[src/rtl/seq_muldiv.sv]
// Iterative signed/unsigned multiply/divide unit producing HI/LO results.
// One result bit per cycle: shift-add for multiply, restoring division for divide.
module seq_muldiv #(
    parameter int unsigned WIDTH = 32
) (
    input  logic             clk,
    input  logic             rst,
    input  logic             start,
    input  logic [1:0]       op,
    input  logic [WIDTH-1:0] a,
    input  logic [WIDTH-1:0] b,
    output logic             busy,
    output logic             done,
    output logic [WIDTH-1:0] hi,
    output logic [WIDTH-1:0] lo,
    output logic             div_by_zero
);

    localparam int unsigned CW = $clog2(WIDTH + 1);

    typedef enum logic [2:0] {IDLE, PREP, ITER, FIX, DONE} state_t;

    state_t             state, state_next;
    logic [1:0]         op_r;
    logic [WIDTH-1:0]   a_r, b_r, mag_a, mag_b;
    logic [2*WIDTH-1:0] acc, acc_step, prod;
    logic               res_neg, rem_neg;
    logic [CW-1:0]      count;

    logic               is_signed, is_div, last_step;
    logic [WIDTH-1:0]   abs_a, abs_b, quo, rem;
    logic [WIDTH:0]     add_sum, rem_shift, rem_diff;

    assign is_signed = op_r[0];
    assign is_div    = op_r[1];
    assign last_step = (count == CW'(WIDTH - 1));

    always_comb begin
        abs_a = (is_signed && a_r[WIDTH-1]) ? -a_r : a_r;
        abs_b = (is_signed && b_r[WIDTH-1]) ? -b_r : b_r;
    end

    // acc holds {upper, lower}: for multiply {partial product, multiplier},
    // for divide {partial remainder, dividend shifting out / quotient shifting in}.
    always_comb begin
        add_sum   = {1'b0, acc[2*WIDTH-1:WIDTH]} + {1'b0, mag_a};
        rem_shift = {acc[2*WIDTH-1:WIDTH], acc[WIDTH-1]};
        rem_diff  = rem_shift - {1'b0, mag_b};
        acc_step  = acc;
        if (is_div) begin
            if (!rem_diff[WIDTH])
                acc_step = {rem_diff[WIDTH-1:0], acc[WIDTH-2:0], 1'b1};
            else
                acc_step = {rem_shift[WIDTH-1:0], acc[WIDTH-2:0], 1'b0};
        end else begin
            if (acc[0])
                acc_step = {add_sum, acc[WIDTH-1:1]};
            else
                acc_step = {1'b0, acc[2*WIDTH-1:WIDTH], acc[WIDTH-1:1]};
        end
    end

    always_comb begin
        prod = res_neg ? -acc : acc;
        quo  = res_neg ? -acc[WIDTH-1:0] : acc[WIDTH-1:0];
        rem  = rem_neg ? -acc[2*WIDTH-1:WIDTH] : acc[2*WIDTH-1:WIDTH];
    end

    always_ff @(posedge clk or posedge rst) begin
        if (rst) state <= IDLE;
        else     state <= state_next;
    end

    always_comb begin
        state_next = state;
        busy       = 1'b0;
        done       = 1'b0;
        case (state)
            IDLE: if (start) state_next = PREP;
            PREP: begin
                busy       = 1'b1;
                state_next = ITER;
            end
            ITER: begin
                busy = 1'b1;
                if (last_step) state_next = FIX;
            end
            FIX: begin
                busy       = 1'b1;
                state_next = DONE;
            end
            DONE: begin
                done       = 1'b1;
                state_next = IDLE;
            end
            default: state_next = IDLE;
        endcase
    end

    always_ff @(posedge clk or posedge rst) begin
        if (rst) begin
            op_r        <= '0;
            a_r         <= '0;
            b_r         <= '0;
            mag_a       <= '0;
            mag_b       <= '0;
            acc         <= '0;
            res_neg     <= 1'b0;
            rem_neg     <= 1'b0;
            count       <= '0;
            hi          <= '0;
            lo          <= '0;
            div_by_zero <= 1'b0;
        end else begin
            case (state)
                IDLE: if (start) begin
                    op_r <= op;
                    a_r  <= a;
                    b_r  <= b;
                end
                PREP: begin
                    mag_a   <= abs_a;
                    mag_b   <= abs_b;
                    res_neg <= is_signed & (a_r[WIDTH-1] ^ b_r[WIDTH-1]);
                    rem_neg <= is_signed & a_r[WIDTH-1];
                    acc     <= is_div ? {{WIDTH{1'b0}}, abs_a} : {{WIDTH{1'b0}}, abs_b};
                    count   <= '0;
                end
                ITER: begin
                    acc   <= acc_step;
                    count <= count + 1'b1;
                end
                FIX: begin
                    if (!is_div) begin
                        hi          <= prod[2*WIDTH-1:WIDTH];
                        lo          <= prod[WIDTH-1:0];
                        div_by_zero <= 1'b0;
                    end else if (b_r == '0) begin
                        hi          <= a_r;
                        lo          <= '1;
                        div_by_zero <= 1'b1;
                    end else begin
                        hi          <= rem;
                        lo          <= quo;
                        div_by_zero <= 1'b0;
                    end
                end
                default: ;
            endcase
        end
    end

endmodule

[config.mk]
export PLATFORM = sky130hd
export DESIGN_NAME = seq_muldiv
export DESIGN_NICKNAME = d
export VERILOG_FILES = /design/src/rtl/seq_muldiv.sv
export SDC_FILE = /design/constraint.sdc
export NUM_CORES = 1
export LEC_CHECK = 0
export ABC_AREA = 1
export BUFFER_PORTS_ARGS = -buffer_cell sky130_fd_sc_hd__buf_4
export CELL_PAD_IN_SITES_DETAIL_PLACEMENT = 0
export CELL_PAD_IN_SITES_GLOBAL_PLACEMENT = 1
export CORE_MARGIN = 4
export CORE_UTILIZATION = 48
export CTS_CLUSTER_SIZE = 12
export DETAILED_ROUTE_END_ITERATION = 10
export GPL_TIMING_DRIVEN = 0
export PLACE_DENSITY_LB_ADDON = 0.2
export SYNTH_ARGS = -nofsm -noshare
export SYNTH_HDL_FRONTEND = slang
export SYNTH_SLANG_ARGS = --single-unit
[constraint.sdc]
create_clock -name clk -period 21.4 [get_ports clk]
set_clock_uncertainty 0.2 [all_clocks]
set_input_delay 2.14 -clock clk [delete_from_list [all_inputs] [get_ports clk]]
set_output_delay 2.14 -clock clk [all_outputs]
set_load 0.02 [all_outputs]
After elaboration in Yosys (flattened, before gate mapping)
Index checks and enable logic that the tools add are counted.
{"block": "word_totals", "latchBits": 0, "ram_bits": 0, "register_bits": 270, "elab_cells": 61, "memories": 0, "rom_bits": 0}
{"block": "op_classes", "div": 0, "mux": 22, "reduce_logical": 8, "n_eq_ne": 7, "bitwise_logic": 3, "mul": 0, "shifts": 0, "n_lt_le_gt_ge": 0, "addsub": 8}
{"cell": "32-bit two-way mux", "count": 9}
{"cell": "64-bit two-way mux", "count": 4}
{"cell": "32-bit negation", "count": 4}
{"cell": "64-bit case mux with 2 select lines", "count": 1}
{"cell": "64-bit negation", "count": 1}
{"cell": "32-bit by 32-bit adder with 33-bit output", "count": 1}
{"cell": "33-bit by 32-bit subtractor with 33-bit output", "count": 1}
{"cell": "32-bit logical NOT", "count": 1}
{"cell": "3-bit case mux with 4 select lines", "count": 1}
{"cell": "6-bit case mux with 2 select lines", "count": 1}
{"cell": "6-bit by 1-bit adder with 6-bit output, second input constant", "count": 1}
{"cell": "3-bit by 2-bit equality test with 1-bit output, second input constant", "count": 2}
{"cell": "6-bit by 5-bit equality test with 1-bit output, second input constant", "count": 1}
{"cell": "3-bit two-way mux", "count": 2}
{"cell": "1-bit two-way mux", "count": 4}
{"cell": "2-bit != test, second input constant", "count": 2}
{"cell": "2-bit AND reduction", "count": 2}
{"cell": "3-bit by 1-bit equality test with 1-bit output, second input constant", "count": 1}
{"cell": "3-bit equality test, second input constant", "count": 1}
{"cell": "3-bit logical NOT", "count": 1}
{"cell": "3-bit OR reduction", "count": 1}
{"cell": "1-bit AND", "count": 2}
{"cell": "1-bit logical AND", "count": 2}
{"cell": "2-bit nonzero test", "count": 1}
{"cell": "1-bit bitwise XOR", "count": 1}

Longest topological paths before layout
Gate-level depths: netlist of the first run.
{"block": "logic_depth", "depth_word": 4, "depth_mapped": 20, "depth_no_buf": 19}

Worst setup path before layout of the first run
Ideal clock, no wire load.
{"block": "synth_path", "kind": "input to register", "from": "input port start", "to": "register b_r[0]", "path_stages": 5, "setup_ns": 0.078, "path_slack_ns": 18.040, "required_ns": 21.122, "arrival_ns": 3.083, "cell_sequence": "nand3_1 > clkbuf_1 > clkbuf_1 > nor2_1 > a21oi_1"}
{"block": "synth_between", "elab_chain_cells": 1}
{"item": "start, declared", "line_no": "8", "rtl": "input logic start,"}
{"item": "2-bit AND reduction (no source line)"}
{"item": "end signal, assigned", "line_no": "104", "rtl": "b_r <= '0;"}
{"item": "end signal, assigned", "line_no": "119", "rtl": "b_r <= b;"}
{"item": "end, declared", "line_no": "25", "rtl": "logic [WIDTH-1:0] a_r, b_r, mag_a, mag_b;"}
Every way passes these cells.
A chain may end at the register's enable or synchronous reset.

Worst setup path in the final report of the first run
{"block": "layout_path", "from": "register acc[0]", "to": "register hi[10]"}
{"block": "layout_between", "elab_chain_cells": 3}
{"item": "start, declared", "line_no": "26", "rtl": "logic [2*WIDTH-1:0] acc, acc_step, prod;"}
{"item": "start signal, assigned", "line_no": "126", "rtl": "acc <= is_div ? {{WIDTH{1'b0}}, abs_a} : {{WIDTH{1'b0}}, abs_b};"}
{"item": "start signal, assigned", "line_no": "130", "rtl": "acc <= acc_step;"}
{"item": "64-bit negation", "line_no": "64", "rtl": "prod = res_neg ? -acc : acc;"}
{"item": "64-bit two-way mux", "line_no": "64"}
{"item": "32-bit two-way mux", "line_no": "134", "rtl": "if (!is_div) begin"}
{"item": "end signal, assigned", "line_no": "135", "rtl": "hi <= prod[2*WIDTH-1:WIDTH];"}
{"item": "end signal, assigned", "line_no": "139", "rtl": "hi <= a_r;"}
{"item": "end signal, assigned", "line_no": "143", "rtl": "hi <= rem;"}
{"item": "end, declared", "line_no": "14", "rtl": "output logic [WIDTH-1:0] hi,"}
Every way passes these cells.

==> key figures, run 1 <==
Routing
  – DR iter-0 viols: 3,152
  – Final wirelength: 98,200 µm
  – Via density: 5.90
  – Post-DRT Antenna Nets: 0
  – Wirelength per Cell: 23.8 µm
  – First drt pass iteration count: 6
  – Residual DRC: 0
  – Routed via count: 24,393

STA
  – Worst slew pin tran: 1.13 ns
  – Slew Limit Fails: 0
  – Final setup viols: 0
  – Minimum clock period: 4.11 ns
  – Fin Setup TNS: 0 ns
  – Max-Slew Margin vs Limit: 24.4%
  – Fin crit share: 19.2%
  – Worst hold slack: 0.292 ns
  – RSZ-0062 raised after global routing: false
  – Hold Fails Final Rpt: 0
  – Achievable frequency: 0.243 GHz

Floorplanning
  – Starting Density: 49.0%
  – Height of the die: 218 µm
  – Die ar.: 47,700 µm²
  – Die W: 218 µm
  – Num rows: 76
  – Top-Level Pins: 136
  – Core ar.: 43,400 µm²

Logic synthesis
  – Post-Syn Area: 21,200 µm²
  – Netlist cell types: 52
  – Number of synthesized flops with an enable pin: 0
  – Yosys warns: 0
  – Post-synthesis sequential area ratio: 31.8%
  – Asr flop ratio synth: 100%
  – Syn avg cell area: 6.33 µm²
  – Synth Register Bits: 270
  – Synth Net Count: 3,496
  – Ys flop type: dfrtp_1
  – Cells after Synth: 3,356

CTS
  – Max clock buf depth: 3
  – CTS H-tree depth: 1
  – Clock sink total: 270
  – CTS tree: yes
  – Root Driver: clkbuf_16
  – Hold Buf Count CTS: 0
  – Reg clk slew, reported paths: 0.06 ns
  – Skew-Pair Late Insertion Delay: 0.63 ns
  – Cts repair resizes: 0
  – Setup Buffers After CTS: 0
  – Num CTS Buffers: 31

Pwr
  – Pleak: 12.2 nW
  – Power Density: 199 nW/µm²
  – Peak supply drop: 0.103 mV

Finish
  – Filler cell count: 4,452
  – Final instance area: 24,000 µm²
  – Fin nets: 3,666
  – Layout cells sized above 1: 7.39%
  – Area growth, synth to finish: 13.1%

Global routing
  – Largest net degree at the start of global routing: 99
  – Gr usage total: 40.2%
  – Total gr overflow: 0
  – Vias in the first global route: 22,662
  – First-pass GRT wire length: 143,000 µm
  – Initial antenna violation count: 14

Setup path
  – Crit. End Element: register
  – CP max-delay cell: clkbuf_1
  – Critical-path maximum fanout: 10
  – Worst path most repeated cell: nand2_1
  – Crit Path Category: register to register
  – Type of origin of the critical path: register
  – Slowest cell delay on critical path: 0.59 ns
  – Reg2reg setup slack: 17.29 ns
  – Reg2reg path depth: 17
  – Bufs and invs on worst path: 3
  – Worst Path Required: 21.69 ns
  – Crit path DAT: 4.41 ns
  – Largest delay share family, worst path: simple AND/OR/NAND/NOR gates
  – Critical path depth in cells: 17
  – Cell Chain, Critical Path: buf_2 -> clkinv_2 -> clkbuf_1 -> ha_1 -> nand2_1 -> nor2_2 -> nand2_1 -> nor2_1 -> nand2_1 -> nor2_1 -> nand2_1 -> nand2_1 -> nand2_1 -> nand3_1 -> nand2_1 -> nand2_1 -> nand2_1

Placement
  – Cell Area, Placed: 23,000 µm²
  – Port Buffers: 135
  – DP Wirelength: 80,100 µm
  – Final Wtd Congestion: 1.09

Outcome
  – Run status: complete, no violations

Run
  – Count of max-cap constraint violations: 0

Min path
  – Min-Delay Path Class: register to register
  – Hold depth: 2
synthesized netlist by cell type, types with 4 or more instances:
cell type | n | area (µm²)
ha_1 | 69 | 863
clkbuf_1 | 92 | 345
o21ai_1 | 5 | 25.0
xnor2_1 | 11 | 96.3
nand2_1 | 1046 | 3930
o21ai_0 | 157 | 786
or2_2 | 14 | 87.6
nand3b_1 | 22 | 165
a21oi_1 | 238 | 1190
o22ai_1 | 13 | 81.3
o31ai_1 | 4 | 30.0
o21bai_1 | 18 | 135
buf_2 | 13 | 65.1
nor2_2 | 4 | 25.0
xor2_1 | 91 | 797
buf_1 | 20 | 75.1
mux2_2 | 8 | 90.1
o221ai_1 | 7 | 61.3
nand3_1 | 288 | 1440
inv_2 | 12 | 45.0
nand4_1 | 25 | 156
o211ai_1 | 36 | 270
inv_1 | 385 | 1450
nor3_1 | 28 | 140
a31oi_1 | 28 | 175
nor2_1 | 406 | 1520
dfrtp_1 | 270 | 6760
cell type report:
| class | instances | area [µm²] | area share, % |
|---|---|---|---|
| diodes | 3 | 7.51 | 0.0313 |
| multi-input cells | 2557 | 12500 | 51.8 |
| clock buffers | 41 | 863 | 3.59 |
| inverters | 401 | 1520 | 6.31 |
| plain buffers | 128 | 519 | 2.16 |
| clock inverters | 12 | 106 | 0.443 |
| repair buffers | 137 | 1070 | 4.45 |
| flip-flops and latches | 270 | 6760 | 28.1 |
| well taps | 585 | 732 | 3.05 |
layout by cell type, fill, tap and decap left out, drive strengths merged, types with 15 or more instances in the layout:
master,n
nand3b,23
xor2,91
nand2,1052
o211ai,36
or2,15
o21bai,18
dfrtp,270
a21oi,240
nor2,413
ha,69
a31oi,28
clkbuf,133
buf,173
nand3,292
nor3,31
inv,398
nand4,25
o21ai,163
logic make-up (layout without fill, tap and decap cells):
| kind of cell | after synthesis | after routing | share of synthesized area [%] |
|---|---|---|---|
| buf+inv | 529 | 719 | 9.54 |
| xor+xnor | 102 | 102 | 4.21 |
| fa+ha+maj | 71 | 71 | 4.25 |
| flops | 270 | 270 | 31.8 |
| mux | 8 | 8 | 0.424 |
| compound gates | 518 | 518 | 13.5 |
| other cells | 0 | 3 | 0 |
| simple gates | 1858 | 1858 | 36.3 |
state kept, by name, indices dropped and copies added (netlist names):
register / count
div_by_zero: 1
lo: 32
mag_a: 32
a_r: 32
rem_neg: 1
mag_b: 32
hi: 32
b_r: 32
op_r: 2
res_neg: 1
state: 3
acc: 64
count: 6
path summary, 6_finish.rpt:
kind                                 from        end
worst max-delay path               acc[0]     hi[10]
worst max register to register     acc[0]     hi[10]
worst min register to register  mag_b[15]  mag_b[15]
max in group asynchronous             rst     hi[27]
min in group asynchronous             rst    b_r[15]
worst min-delay path            mag_b[15]  mag_b[15]
routing by layer:
metal | GRT usage, % | wire length, µm | part of all wire, % | vias to the layer above
li1 | - | - | - | 11133
met1 | 54.2 | 38700 | 39 | 11344
met2 | 58.4 | 39800 | 41 | 1560
met3 | 12.1 | 13100 | 13 | 344
met4 | 20.7 | 6520 | 6.6 | 12
met5 | 0 | 75 | 0.076 | -
power breakdown:
| part | switching (mW) | internal (mW) |
|---|---|---|
| Clock | 0.238 | 0.294 |
| Combinational | 2.22 | 0.936 |
| Sequential | 0.328 | 0.758 |
| Total | 2.79 | 1.99 |
worst min-delay path: cells and delay by family (launching register included):
family / cells / cell delay [ns]
DFF: 1 / 0.34
and+or+nand+nor: 1 / 0.06
AOI/OAI and AO/OA: 1 / 0.06
stage by stage:
stage / std cells / power (mW) / util [%] / setup slack (ns)
detailed placement: 4078 / 4.09 / 53.1 / 17.16
finish: 4134 / 4.78 / 55.4 / 17.29
global placement: 4076 / 4.05 / 53.0 / 8.71
global route: 4131 / 5.05 / 55.4 / 17.17
CTS: 4131 / 4.63 / 55.4 / 17.46
floorplan: 3356 / 2.94 / - / 11.62
(Power assumes the default switching activity.)
==> run 2, diff against run 1 <==
CORE_UTILIZATION = 40   (was 48)
clock period = 3.57 ns   (was 21.4 ns; I/O delays follow)
==> run 2 against run 1 <==
Effect of this change:
- worst setup slack got worse by 17 ns
- die area up 19%
- sequential power grew to 6.0 times the previous value
- critical path depth down 4
- clock power increased to 6.8 times the previous value
- combinational power rose to 6.1 times the previous value
- hold slack got worse by 0.013 ns
- non-clock buffer count increased by 72
- critical path type unchanged
- largest power group unchanged
==> key figures, run 2 (synthesis results as in run 1) <==
Outcome
  – Run status: complete, no violations

Pwr
  – Clock share of power: 12.3% (+1.2 points)
  – Switching power: 17.1 mW (+510%)
  – Internal power: 12.4 mW (+520%)
  – Comb power frac: 65.7% (-0.4 points)
  – Power, Total: 29.5 mW (+520%)
  – Flop pwr share: 22.0% (-0.7 points)
  – Switching Fraction: 58.1% (-0.30 points)
  – Power Density: 1170 nW/µm² (+490%)
  – Pleak: 12.6 nW (+3.3%)
  – Peak supply drop: 0.603 mV (+490%)

Global routing
  – Met1 Track Usage GR: 51.1% (-3.1 points)
  – Gr usage total: 36.9% (-3.3 points)
  – First-pass GRT wire length: 155,000 µm (+8.0%)
  – Total gr overflow: 0 (unchanged)
  – Grt met2 use: 56.0% (-2.4 points)
  – Vias in the first global route: 22,890 (+1.0%)
  – Gr busiest metal: met2
  – M3 GR Usage: 7.51% (-4.6 points)
  – Largest net degree at the start of global routing: 43 (-57%)
  – Initial antenna violation count: 6 (-8)

Routing
  – Via density: 5.67 (-3.9%)
  – Final wirelength: 107,000 µm (+9.3%)
  – Routed via count: 24,493 (+0.41%)
  – Post-DRT Antenna Nets: 0 (unchanged)
  – First drt pass iteration count: 6 (unchanged)
  – DR iter-0 viols: 2,939 (-6.8%)
  – Wirelength per Cell: 24.8 µm (+4.6%)
  – Residual DRC: 0 (unchanged)

CTS
  – Clock sink total: 270 (unchanged)
  – Setup Buffers After CTS: 0 (unchanged)
  – Root Driver: clkbuf_16
  – CTS H-tree depth: 2 (+1)
  – Reg clk slew, reported paths: 0.07 ns (about the same)
  – Skew-Pair Late Insertion Delay: 0.58 ns (-0.05 ns)
  – Num CTS Buffers: 34 (+9.7%)
  – CTS tree: yes
  – Max clock buf depth: 3 (unchanged)

STA
  – Achievable frequency: 0.291 GHz (+20%)
  – Max-Slew Margin vs Limit: 22.2% (-2.2 points)
  – Hold Fails Final Rpt: 0 (unchanged)
  – Fin Setup TNS: 0 ns (unchanged)
  – Slew Limit Fails: 0 (unchanged)
  – Worst slew pin tran: 1.17 ns (+0.0331 ns)
  – RSZ-0062 raised after global routing: false
  – Final setup viols: 0 (unchanged)
  – Worst hold slack: 0.279 ns (-0.0132 ns)
  – Minimum clock period: 3.43 ns (-0.681 ns)
  – Fin crit share: 96.2% (+77 points)

Placement
  – Cell Area, Placed: 23,300 µm² (+0.91%)
  – Port Buffers: 135 (unchanged)
  – Final Wtd Congestion: 1.04 (-4.8%)
  – DP Wirelength: 88,400 µm (+10%)

Setup path
  – Cell Chain, Critical Path: buf_2 -> clkinv_2 -> nand4_1 -> nor2_2 -> nand2_1 -> nor3_1 -> nand3_1 -> nand2_1 -> nand2_1 -> nand3_1 -> nand2_1 -> nand2_1 -> nand2_1
  – FF-to-FF Start: acc[0]
  – Slowest cell delay on critical path: 0.76 ns (+0.17 ns)
  – Worst path most repeated cell: nand2_1
  – Reg2reg setup slack: 0.14 ns (-17.15 ns)
  – Worst setup path end: hi[23]
  – Critical-path maximum fanout: 17 (+7)
  – Crit. End Element: register
  – Crit path DAT: 3.68 ns (-0.73 ns)
  – CP max-delay cell: nor3_1
  – Crit Path Category: register to register
  – Type of origin of the critical path: register
  – Reg2reg path depth: 13 (-4)
  – CP startpoint: acc[0]
  – Worst Path Required: 3.82 ns (-17.87 ns)
  – Crit Reg-Reg Endpoint: hi[23]

Floorplanning
  – Die ar.: 56,800 µm² (+19%)
  – Top-Level Pins: 136 (unchanged)
  – Die W: 238 µm (+9.2%)
  – Height of the die: 238 µm (+9.2%)
  – Core ar.: 52,600 µm² (+21%)
  – Num rows: 84 (+11%)
  – Starting Density: 40.4% (-8.6 points)

Finish
  – Fin nets: 3,741 (+2.0%)
  – Most frequent cells in the layout: nand2_1, nor2_1, inv_1
  – Most common cell after layout, fill and taps aside: nand2_1
  – Area growth, synth to finish: 18.3%
  – Final instance area: 25,100 µm² (+4.6%)
  – Most flops, register: acc
  – Max reg flops: 64 (unchanged)
  – Post-layout util: 47.8% (-7.6 points)
  – Layout cells sized above 1: 7.72% (+0.34 points)

Min path
  – Min-Delay Path Class: input pin to asynchronous set/reset pin

Run
  – Count of max-cap constraint violations: 0 (unchanged)
## run 2: cell count changes in the layout (fill, tap and decap cells not counted), sizes merged
cell / previous run / this run
buf: 173 / 177
diode: 3 / 6
dlygate4sd3: 0 / 68
clkinv: 13 / 8
inv: 398 / 397
clkinvlp: 1 / 2
clkbuf: 133 / 145
## run 2: power groups by stage
stage / clock (mW) / combinational (mW) / sequential, mW
5_1_grt: 3.78 / 21.0 / 6.55
6_report: 3.64 / 19.4 / 6.49
2_1_floorplan: 0 / 11.7 / 5.94
4_1_cts: 3.66 / 18.9 / 6.37
3_3_place_gp: 0 / 18.6 / 6.38
3_5_place_dp: 0 / 18.7 / 6.42
## run 2: worst min-delay path by stage
stage                   start   endpoint  slack, ns  cells after the start
detailed placement     hi[31]     hi[31]       0.27                      2
finish                    rst    b_r[12]       0.28                      3
global route           hi[25]     hi[25]       0.30                      2
CTS                       rst    b_r[13]       0.28                      3
global placement       hi[23]     hi[23]       0.27                      2
floorplan           mag_b[15]  mag_b[15]       0.25                      2
## run 2: critical path, delay by kind of cell (launching register included)
kind	cells	cell delay, ns
buffers and inverters	2	0.52
DFF	1	0.36
and+or+nand+nor	11	2.22
## run 2: area by class of cell
cell class | count | area (µm²)
inverter | 401 | 1510
multi-input combinational | 2557 | 12500
fill | 5539 | 27400
sequential | 270 | 6760
buffer | 127 | 518
tap | 688 | 861
clock buffer | 53 | 1070
timing repair buffer | 210 | 1830
antenna | 6 | 15.0
clock inverter | 7 | 88.8
## run 2: per-layer routing
layer	share of wire, %	wire [µm]
met4	5.2	5620
met3	9.0	9660
met2	43	45900
met1	43	46200
met5	0.012	13
## run 2: metrics by stage
stage	instances	worst slack [ns]
3_3_place_gp	4179	-2.32
4_1_cts	4313	0.0554
6_report	4319	0.136
2_1_floorplan	3356	-0.554
3_5_place_dp	4186	-0.300
5_1_grt	4314	0.0176
## run 2: timing repair
| item | CTS | global route |
|---|---|---|
| hold buffers | 68 | 0 |
| pin swaps | 0 | 0 |
| gates cloned | 0 | 0 |
| endpoints found under the hold margin | 96 | 0 |
| endpoints found under the setup margin | 9 | 24 |
| resized for setup | 0 | 7 |
